<file path="src/rtl/pipeline_ctrl.sv">
// pipeline_ctrl: boot/run/drain sequencing, hazard resolution and stall
// accounting for the 5-stage IF/ID/EX/MEM/WB pipeline.
module pipeline_ctrl #(
    parameter int BOOT_CYCLES = 4,
    parameter int ADDR_WIDTH  = 5,
    parameter int CNT_WIDTH   = 16
) (
    input  logic                  clk,
    input  logic                  rst_n,
    input  logic                  fetch_enable_i,
    input  logic [ADDR_WIDTH-1:0] id_rs1_addr_i,
    input  logic [ADDR_WIDTH-1:0] id_rs2_addr_i,
    input  logic                  id_rs1_used_i,
    input  logic                  id_rs2_used_i,
    input  logic                  ex_reg_we_i,
    input  logic                  ex_wdata_mux_i,
    input  logic [ADDR_WIDTH-1:0] ex_dest_reg_i,
    input  logic                  mem_branch_taken_i,
    input  logic                  dmem_busy_i,
    output logic [1:0]            pc_mux_o,
    output logic                  if_id_en_o,
    output logic                  id_ex_en_o,
    output logic                  ex_mem_en_o,
    output logic                  mem_wb_en_o,
    output logic                  if_id_flush_o,
    output logic                  id_ex_flush_o,
    output logic                  ex_mem_flush_o,
    output logic                  running_o,
    output logic [CNT_WIDTH-1:0]  stall_count_o
);

    localparam logic [1:0] CU_PC_BOOT  = 2'b00;
    localparam logic [1:0] CU_PC_STALL = 2'b01;
    localparam logic [1:0] CU_PC_NEXT  = 2'b10;

    // Shared boot/drain counter; must hold BOOT_CYCLES-1 and the drain start of 3.
    localparam int CW = $clog2(BOOT_CYCLES + 4);

    typedef enum logic [1:0] {
        S_IDLE  = 2'd0,
        S_BOOT  = 2'd1,
        S_RUN   = 2'd2,
        S_DRAIN = 2'd3
    } state_t;

    state_t               r_state;
    logic [CW-1:0]        r_cnt;
    logic [CNT_WIDTH-1:0] r_stall_cnt;

    logic w_active;
    logic w_load_use;
    logic w_stall;

    // Load in EX whose destination feeds a source read by the instruction in ID.
    // x0 is never a real producer, so it never stalls.
    assign w_load_use = ex_reg_we_i & ex_wdata_mux_i & (ex_dest_reg_i != '0) &
                        ((id_rs1_used_i & (id_rs1_addr_i == ex_dest_reg_i)) |
                         (id_rs2_used_i & (id_rs2_addr_i == ex_dest_reg_i)));

    assign w_active = (r_state == S_RUN) || (r_state == S_DRAIN);

    // A stall cycle: memory wait, or a load-use bubble not overridden by a branch.
    assign w_stall = w_active & (dmem_busy_i | (~mem_branch_taken_i & w_load_use));

    // Per-stage enables, flushes and PC select from state plus live hazards.
    always_comb begin
        pc_mux_o       = CU_PC_BOOT;
        if_id_en_o     = 1'b0;
        id_ex_en_o     = 1'b0;
        ex_mem_en_o    = 1'b0;
        mem_wb_en_o    = 1'b0;
        if_id_flush_o  = 1'b1;
        id_ex_flush_o  = 1'b1;
        ex_mem_flush_o = 1'b1;
        case (r_state)
            S_IDLE: ;
            S_BOOT: begin
                if_id_en_o  = 1'b1;
                id_ex_en_o  = 1'b1;
                ex_mem_en_o = 1'b1;
                mem_wb_en_o = 1'b1;
            end
            default: begin
                if (dmem_busy_i) begin
                    // Freeze everything; a pending branch stays in EX/MEM.
                    pc_mux_o       = CU_PC_STALL;
                    if_id_flush_o  = 1'b0;
                    id_ex_flush_o  = 1'b0;
                    ex_mem_flush_o = 1'b0;
                end else if (mem_branch_taken_i) begin
                    // Redirect and squash the three younger instructions.
                    pc_mux_o    = CU_PC_NEXT;
                    if_id_en_o  = 1'b1;
                    id_ex_en_o  = 1'b1;
                    ex_mem_en_o = 1'b1;
                    mem_wb_en_o = 1'b1;
                end else if (w_load_use) begin
                    // Hold IF/ID, drop a bubble into EX, let older work drain.
                    pc_mux_o       = CU_PC_STALL;
                    id_ex_en_o     = 1'b1;
                    ex_mem_en_o    = 1'b1;
                    mem_wb_en_o    = 1'b1;
                    if_id_flush_o  = 1'b0;
                    ex_mem_flush_o = 1'b0;
                end else begin
                    pc_mux_o       = CU_PC_NEXT;
                    if_id_en_o     = 1'b1;
                    id_ex_en_o     = 1'b1;
                    ex_mem_en_o    = 1'b1;
                    mem_wb_en_o    = 1'b1;
                    if_id_flush_o  = 1'b0;
                    id_ex_flush_o  = 1'b0;
                    ex_mem_flush_o = 1'b0;
                end
                // While draining, nothing new is fetched into the pipe.
                if (r_state == S_DRAIN) begin
                    pc_mux_o      = CU_PC_STALL;
                    if_id_flush_o = 1'b1;
                end
            end
        endcase
    end

    assign running_o     = (r_state == S_RUN);
    assign stall_count_o = r_stall_cnt;

    // Sequencing FSM with boot/drain counter and saturating stall counter.
    always_ff @(posedge clk or negedge rst_n) begin
        if (!rst_n) begin
            r_state     <= S_IDLE;
            r_cnt       <= '0;
            r_stall_cnt <= '0;
        end else begin
            if (w_stall && (r_stall_cnt != '1))
                r_stall_cnt <= r_stall_cnt + CNT_WIDTH'(1);
            case (r_state)
                S_IDLE: begin
                    if (fetch_enable_i) begin
                        r_state     <= S_BOOT;
                        r_cnt       <= CW'(BOOT_CYCLES - 1);
                        r_stall_cnt <= '0;
                    end
                end
                S_BOOT: begin
                    if (!fetch_enable_i) begin
                        r_state <= S_IDLE;
                        r_cnt   <= '0;
                    end else if (r_cnt == '0) begin
                        r_state <= S_RUN;
                    end else begin
                        r_cnt <= r_cnt - CW'(1);
                    end
                end
                S_RUN: begin
                    if (!fetch_enable_i) begin
                        r_state <= S_DRAIN;
                        r_cnt   <= CW'(3);
                    end
                end
                default: begin
                    // Only cycles where the pipe actually advances count toward drain.
                    if (!w_stall) begin
                        if (r_cnt == CW'(1)) begin
                            r_state <= S_IDLE;
                            r_cnt   <= '0;
                        end else begin
                            r_cnt <= r_cnt - CW'(1);
                        end
                    end
                end
            endcase
        end
    end

endmodule

</file>
<file path="config.mk">
export PLATFORM = sky130hd
export DESIGN_NAME = pipeline_ctrl
export DESIGN_NICKNAME = d
export VERILOG_FILES = /design/src/rtl/pipeline_ctrl.sv
export SDC_FILE = /design/constraint.sdc
export NUM_CORES = 1
export LEC_CHECK = 0
export CORE_MARGIN = 3
export CORE_UTILIZATION = 49
export DETAILED_ROUTE_END_ITERATION = 7
export PLACE_DENSITY = 0.93
export SYNTH_ARGS = -nofsm -noshare
export SYNTH_HDL_FRONTEND = slang
export SYNTH_SLANG_ARGS = --single-unit
</file>
<file path="constraint.sdc">
create_clock -name clk -period 3.9 [get_ports clk]
set_input_delay 0.585 -clock clk [delete_from_list [all_inputs] [get_ports clk]]
set_output_delay 0.585 -clock clk [all_outputs]
set_load 0.05 [all_outputs]
</file>
After elaboration in Yosys (flattened, before gate mapping)
Index checks and enable logic that the tools add are counted.
{"block": "classes", "add_sub_neg": 2, "reduce_logical": 9, "muxes": 37, "eq_ne": 12, "bitwise": 10}
{"operator": "$mux 16", "n": 3}
{"operator": "$mux 2", "n": 11}
{"operator": "$mux 3", "n": 6}
{"operator": "$add 16x1->16 const B", "n": 1}
{"operator": "$ne 16x16->1 const B", "n": 1}
{"operator": "$mux 1", "n": 13}
{"operator": "$eq 5x5->1", "n": 2}
{"operator": "$pmux 3 s3", "n": 1}
{"operator": "$and 1x1->1", "n": 7}
{"operator": "$ne 3x3->1 const B", "n": 2}
{"operator": "$pmux 2 s3", "n": 1}
{"operator": "$reduce_and 5->1", "n": 1}
{"operator": "$reduce_bool 5->1", "n": 1}
{"operator": "$eq 2x2->1 const B", "n": 2}
{"operator": "$ne 2x2->1 const B", "n": 2}
{"operator": "$ne 4x2->1 const B", "n": 1}
{"operator": "$pmux 1 s2", "n": 2}
{"operator": "$reduce_and 4->1", "n": 1}
{"operator": "$reduce_bool 4->1", "n": 1}
{"operator": "$eq 3x1->1 const B", "n": 1}
{"operator": "$logic_not 3->1", "n": 1}
{"operator": "$sub 3x1->3 const B", "n": 1}
{"operator": "$eq 2x1->1 const B", "n": 1}
{"operator": "$logic_not 2->1", "n": 1}
{"operator": "5 further kinds", "n": 6}
{"block": "totals", "elab_cells": 73, "ff_bits": 21, "output_inout_bits": 26}

Longest topological paths before layout
{"block": "depth", "depth_word": 11, "ltp_mapped": 8, "ltp_nobuf": 8}

Least setup slack after synthesis
OpenSTA, ideal clock, no wires.
{"block": "synth_timing", "kind": "input to output", "from": "input port ex_dest_reg_i[0]", "to": "output port if_id_en_o", "arrival_ps": 2467, "t_required_ps": 3315, "setup_slack_ps": 848, "cell_stages": 6, "n_path_buf": 1, "cell_sequence": "or3_1 > o311a_1 > and2_4 > a22oi_2 > buf_4 > nor2b_1"}
{"block": "synth_via", "elab_chain_cells": 8, "word_cells_on_any_way": 12, "classes_between": "2 x eq/ne; 4 x mux; 5 x bitwise; 1 x reduce/logical"}
{"element": "from (decl)", "line_no": "17", "source": "input logic [ADDR_WIDTH-1:0] ex_dest_reg_i,"}
{"element": "$eq 5x5->1, on equally long branches", "line_no": "57, 58"}
{"element": "$and 1x1->1, on equally long branches", "line_no": "57, 58"}
{"element": "$or 1x1->1", "line_no": "57", "source": "((id_rs1_used_i & (id_rs1_addr_i == ex_dest_reg_i)) |"}
{"element": "$and 1x1->1 (*)", "line_no": "56", "source": "assign w_load_use = ex_reg_we_i & ex_wdata_mux_i & (ex_dest_reg_i != '0) &"}
{"element": "$mux 1 (*)", "line_no": "97", "source": "end else if (w_load_use) begin"}
{"element": "$mux 1 (*)", "line_no": "90", "source": "end else if (mem_branch_taken_i) begin"}
{"element": "$mux 1 (*)", "line_no": "84", "source": "if (dmem_busy_i) begin"}
{"element": "$pmux 1 s2 (*)", "line_no": "75", "source": "case (r_state)"}
{"element": "to (decl)", "line_no": "21", "source": "output logic if_id_en_o,"}
Every way passes the cells marked *; elsewhere a longest branch is shown, timed or not.

Final worst setup path
{"block": "layout_timing", "from": "input port ex_dest_reg_i[1]", "to": "output port id_ex_flush_o"}
{"block": "layout_via", "elab_chain_cells": 8, "word_cells_on_any_way": 12, "classes_between": "2 x eq/ne; 4 x mux; 5 x bitwise; 1 x reduce/logical"}
{"element": "$eq 5x5->1, on equally long branches", "line_no": "57, 58"}
{"element": "$and 1x1->1, on equally long branches", "line_no": "57, 58"}
{"element": "$or 1x1->1", "line_no": "57"}
{"element": "$and 1x1->1 (*)", "line_no": "56"}
{"element": "$mux 1 (*)", "line_no": "97"}
{"element": "$mux 1 (*)", "line_no": "90"}
{"element": "$mux 1 (*)", "line_no": "84"}
{"element": "$mux 1 (*)", "line_no": "75"}
{"element": "to (decl)", "line_no": "26", "source": "output logic id_ex_flush_o,"}
Marks and branches as above.

==> impl_metrics.json <==
{
  "post_dp_cell_area_mm2": 0.00200,
  "ys_top_cells_by_area": "dfrtp_1 35%, xnor2_1 7.0%, nand2_1 6.0%",
  "syn_inst": 171,
  "slew_viol_final": 0,
  "ys_types": 44,
  "min-delay-path-class": "flip-flop to flip-flop",
  "fin_nets": 246,
  "synth_top_area_share_pct": 35.0,
  "rows": 19,
  "max_freq_mhz": 290,
  "area_growth_pct": 35.0,
  "post_drt_wl_per_cell_um": 15.5,
  "diodes": 0,
  "cts_tree": "done",
  "cts_buffers": 3,
  "n_fill_cell": 229,
  "h-tree-depth": 1,
  "routed_wl_um": 3850,
  "powerDensity_mw_per_mm2": 566,
  "synth_seq_cells": 21,
  "synth_ff_type": "dfrtp_1",
  "status": "finished, final reports clean",
  "drc": 0,
  "root_buffer": "clkbuf_4",
  "antenna_left": 0,
  "arrival_ns": 2.86,
  "synth_most_common_cell": "nand2_1",
  "yosysSeqAreaShare_pct": 35.0,
  "cts_sinks": 21,
  "holdPathStages": 1,
  "fin_cells": 248,
  "dpl.hpwl_um": 2910,
  "p_total_mw": 1.15,
  "setup_viol": 0,
  "first_iter_violations": 73,
  "relSlewSlack_pct": 37.8,
  "cts_buffer_depth": 2,
  "clk_latency_ns": 0.34,
  "drtPass1Iterations": 5,
  "leakagePower_nw": 0.808,
  "rsz0062_at_grt": "false",
  "dp.cells": 244,
  "cts_resized": 0,
  "fin_crit_ns": 3.44,
  "syn-num-nets": 199,
  "numPortBuffers": 49,
  "post-route-util_pct": 71.6,
  "netlist.top_cell.by_area": "dfrtp_1",
  "finalClockSkew_ns": 0.0223,
  "die_height_um": 61.4,
  "synth_area_mm2": 0.00150,
  "max-vdd-ir-drop_mv": 0.301,
  "synth_edf_count": 0,
  "worst_slew_pin_slew_ns": 0.931,
  "track_usage_pct": 22.5,
  "post_cts_buffers": 0,
  "grt_max_degree": 22,
  "finalHoldViolCount": 0,
  "avgSynthCellArea_um2": 8.78,
  "antenna_found_initial": 0,
  "ys_top_cells_by_count": "24 x nand2_1, 21 x dfrtp_1, 12 x xnor2_1",
  "grt-ovfl-total": 0,
  "finalInstanceArea_mm2": 0.00203,
  "die_w_um": 61.4,
  "vias": 1478,
  "maxCapViolations": 0,
  "setup_tns_ns": 0,
  "rr_worst_depth": 7,
  "start_util_pct": 53.1,
  "core_mm2": 0.00283,
  "yosysWarnings": 0,
  "dieArea_mm2": 0.00376,
  "clkTransAtPathRegs_ns": 0.14,
  "worstPathRequired_ns": 3.31,
  "via_per_inst": 5.96,
  "criticalPathCategory": "input pin to primary output",
  "boundaryPins": 50,
  "fin_crit_sh_pct": 88.3,
  "critical_path.max_fanout": 5,
  "drive_gt1_share_pct": 7.83,
  "grt_pass1_vias": 1439,
  "grt_pass1_wl_um": 6400,
  "gp_congestion": 0.845,
  "async_flop_share_pct": 100,
  "cts_hold_buf": 0,
  "start_kind": "input pin",
  "end_kind": "primary output"
}
layer usage:
layer,vias up,share of wire [%],global-route usage [%]
met1,714,45,30.3
met2,45,47,37.3
met5,-,0,0
li1,717,-,-
met4,0,1.0,7.27
met3,2,7.4,3.35
worst paths after layout:
check / startpoint / endpoint / slack, ns
setup / recovery: ex_dest_reg_i[1] / id_ex_flush_o / 0.46
hold / removal: stall_count_o[6] / stall_count_o[6] / 0.52
setup reg to reg: stall_count_o[0] / stall_count_o[10] / 1.66
hold reg to reg: stall_count_o[6] / stall_count_o[6] / 0.52
max in group asynchronous: rst_n / r_cnt[2] / 2.56
min in group asynchronous: rst_n / stall_count_o[7] / 0.75
registers in the layout, indices dropped and copies added (netlist names):
signal and cells:
r_state 2, r_cnt 3, stall_count_o 16
report_power, final:
part	internal [mW]	switching [mW]	total, mW
combinational	0.260	0.453	0.712
clock	0.0394	0.0772	0.117
sequential	0.255	0.0633	0.319
area by class of cell:
cell class              instances  area [um2]  area share [%]
repair buffers                 50         505            24.9
inverters                       9        33.8            1.67
multi-input cells             133         893            44.1
clock buffers                   3        22.5            1.11
flip-flops and latches         21         526            25.9
clock inverters                 1        7.51           0.370
well taps                      31        38.8            1.91
critical path, cell delays in order:
cell and delay (ns):
clkdlybuf4s50_1 0.54, xnor2_1 0.15, nand4_1 0.16, o22ai_2 0.34, nand2_1 0.11, o21ai_0 0.15, clkdlybuf4s50_1 0.83
cell usage in the layout, fill, tap and decap left out, drive strengths merged, types with 4 or more instances in the layout:
| cell type | count |
|---|---|
| o21ai | 6 |
| dfrtp | 21 |
| nor2 | 11 |
| or4 | 5 |
| inv | 9 |
| clkdlybuf4s50 | 47 |
| ha | 4 |
| o31ai | 5 |
| xnor2 | 12 |
| or3 | 5 |
| nand3 | 7 |
| a21oi | 7 |
| o211ai | 6 |
| nand2 | 25 |
| nand4 | 5 |
per-stage QoR:
stage,hold slack [ns],setup slack (ns)
2_1_floorplan,0.289,0.848
4_1_cts,0.516,0.453
6_report,0.518,0.456
3_5_place_dp,0.497,0.448
5_1_grt,0.549,0.347
3_3_place_gp,0.485,0.468
logic make-up (layout without fill, tap and decap cells):
family / count (synthesis) / count (layout) / synth area share, %
multiplexers: 3 / 3 / 2.00
adder cells (fa/ha/maj): 4 / 4 / 3.33
flip-flops: 21 / 21 / 35.0
buffers and inverters: 17 / 63 / 5.50
AO/OA/AOI/OAI: 41 / 41 / 21.1
AND/OR/NAND/NOR: 72 / 72 / 25.5
XOR/XNOR: 13 / 13 / 7.58
No activity file was read; power rests on OpenSTA's default activity.
==> variant (config.mk and constraints unchanged) <==
Change the parameter `ADDR_WIDTH` from 5 to 3.
--- a/src/rtl/pipeline_ctrl.sv
+++ b/src/rtl/pipeline_ctrl.sv
@@ -2,7 +2,7 @@
 // accounting for the 5-stage IF/ID/EX/MEM/WB pipeline.
 module pipeline_ctrl #(
     parameter int BOOT_CYCLES = 4,
-    parameter int ADDR_WIDTH  = 5,
+    parameter int ADDR_WIDTH  = 3,
     parameter int CNT_WIDTH   = 16
 ) (
     input  logic                  clk,
Interface: changed (resized ex_dest_reg_i, id_rs1_addr_i and id_rs2_addr_i); port bits go from 50 to 44. The function was not compared with the original's and may differ.
==> variant against the unedited design <==
  * Global-route usage is 1.3 points lower
  * Wire length is 8.5% lower
  * Power is 4.1% lower
  * Clock skew is 0.019 ns lower
  * Clock power is 12% lower
  * Sequential cell count stayed put
  * Maximum frequency is 7.3% higher
  * Cell area is 6.7% lower
  * Die area is 3.5% lower
  * Critical path type unchanged
  * Worst setup slack better by 0.24 ns
  * Largest power group unchanged
  * Sequential share of layout area is 1.9 points higher
  * Synthesized area is 3.9% lower
==> variant: results (changes against the unedited design) <==
The clock transition at the registers of the reported paths was 0.11 ns (-0.03 ns). For the detailed-router iteration count before antenna repair, the log shows 5 (unchanged). In the post-synthesis netlist, the biggest area contributors are sky130_fd_sc_hd__dfrtp_1, sky130_fd_sc_hd__a21oi_1, sky130_fd_sc_hd__nand2_1. The count of input and output buffers came out at 43 (-12%). The number of distinct library cell variants in the gate-level netlist after synthesis is 48 (+9.1%), and the post-synthesis compound-gate area fraction is 22.12% (+1.0 points). The layout net count is 223 (-9.3%), and the violation count after the first detailed-route iteration is 31 (-58%). The xor/xnor share of the synthesized area was 4.250% (-3.3 points). For the detailed placer's ending HPWL, the log shows 2712 microns (-6.8%). The run gives 0.6792 ns (+0.2316 ns) as the post-place setup slack. The overall global routing resource usage is 21.18% (-1.3 points).

The register-to-register setup slack came out at 1.86 ns (+0.20 ns). The leakage power of the design was 0.7455 nW (-7.8%); the net count after synthesis was 182 (-8.5%). By count the netlist is led by sky130_fd_sc_hd__dfrtp_1, sky130_fd_sc_hd__nand2_1, sky130_fd_sc_hd__a21oi_1.

The arrival time at the worst endpoint is 2.62 ns (-0.24 ns), and the via count of the first global-routing pass is 1,417 (-1.5%). The multiplexer area fraction after synthesis was 3.643% (+1.6 points); the sequential-to-total area share from yosys stat was 36.43% (+1.4 points). The total wire length is 3523 microns (-8.5%). The run finished with clean final reports. The net switching power of the design is 0.5669 mW (-4.4%), and the post-synthesis adder-cell area fraction is 3.469% (+0.14 points).

The number of flip-flops in the largest register came out at 16 (unchanged). The logs give 222 (-3.1%) for the number of filler instances in the final layout and 36.21% (-1.5 points) for the worst slew margin relative to its limit. The share of flip-flops with an asynchronous set or reset after synthesis was 100.0% (unchanged); the maximum vdd ir drop was 455.7 uV (+51%). For the placement-stage cell area, the log shows 0.001864 sq mm (-6.6%). The per-cell via count in the routed design is 5.970 (+0.17%). The final setup skew is 0.003022 ns (-0.01924 ns), and the number of H-tree levels is 1 (unchanged).
==> variant: final cells by class <==
type / instances / area (sq um) / share of cell area [%]
tap: 31 / 38.79 / 2.052
inverter: 5 / 18.77 / 0.9927
clock buffer: 4 / 26.28 / 1.390
sequential: 21 / 525.5 / 27.80
multi-input combinational: 127 / 855.8 / 45.27
timing repair buffer: 43 / 425.4 / 22.50
==> variant: per-stage QoR <==
step / hold slack, ns / cells
after floorplan: 0.2894 / 160
after global placement: 0.4756 / 227
after detailed placement: 0.4837 / 227
after CTS: 0.5102 / 231
after global routing: 0.5579 / 231
final: 0.5074 / 231
==> variant: power groups by stage <==
stage | clock network [mW] | logic (mW) | registers, mW
3_3_place_gp | 0 | 0.648 | 0.328
6_report | 0.103 | 0.669 | 0.328
2_1_floorplan | 0 | 0.468 | 0.345
3_5_place_dp | 0 | 0.673 | 0.333
4_1_cts | 0.108 | 0.673 | 0.328
5_1_grt | 0.114 | 0.722 | 0.339
==> variant: final timing paths <==
path,startpoint,endpoint,cells after the start
worst max-delay path,ex_dest_reg_i[0],pc_mux_o[1],6
worst min-delay path,r_cnt[1],r_cnt[1],1
worst max register to register,stall_count_o[4],stall_count_o[15],6
worst min register to register,r_cnt[1],r_cnt[1],1
max in group asynchronous,rst_n,r_state[1],1
min in group asynchronous,rst_n,stall_count_o[10],1
==> variant: cells by family (layout without fill, tap and decap cells) <==
family | Yosys count | in the layout
AOI/OAI and AO/OA | 44 | 44
xor gates and xnor gates | 7 | 7
adders and majority gates | 4 | 4
buffers and inverters | 12 | 52
DFF | 21 | 21
muxes | 5 | 5
and+or+nand+nor | 67 | 67
==> variant: layer usage <==
metal	routed length (microns)	track usage [%]
met5	0	0
met4	40	7.911
met3	245	3.024
met2	1806	38.27
met1	1430	25.03
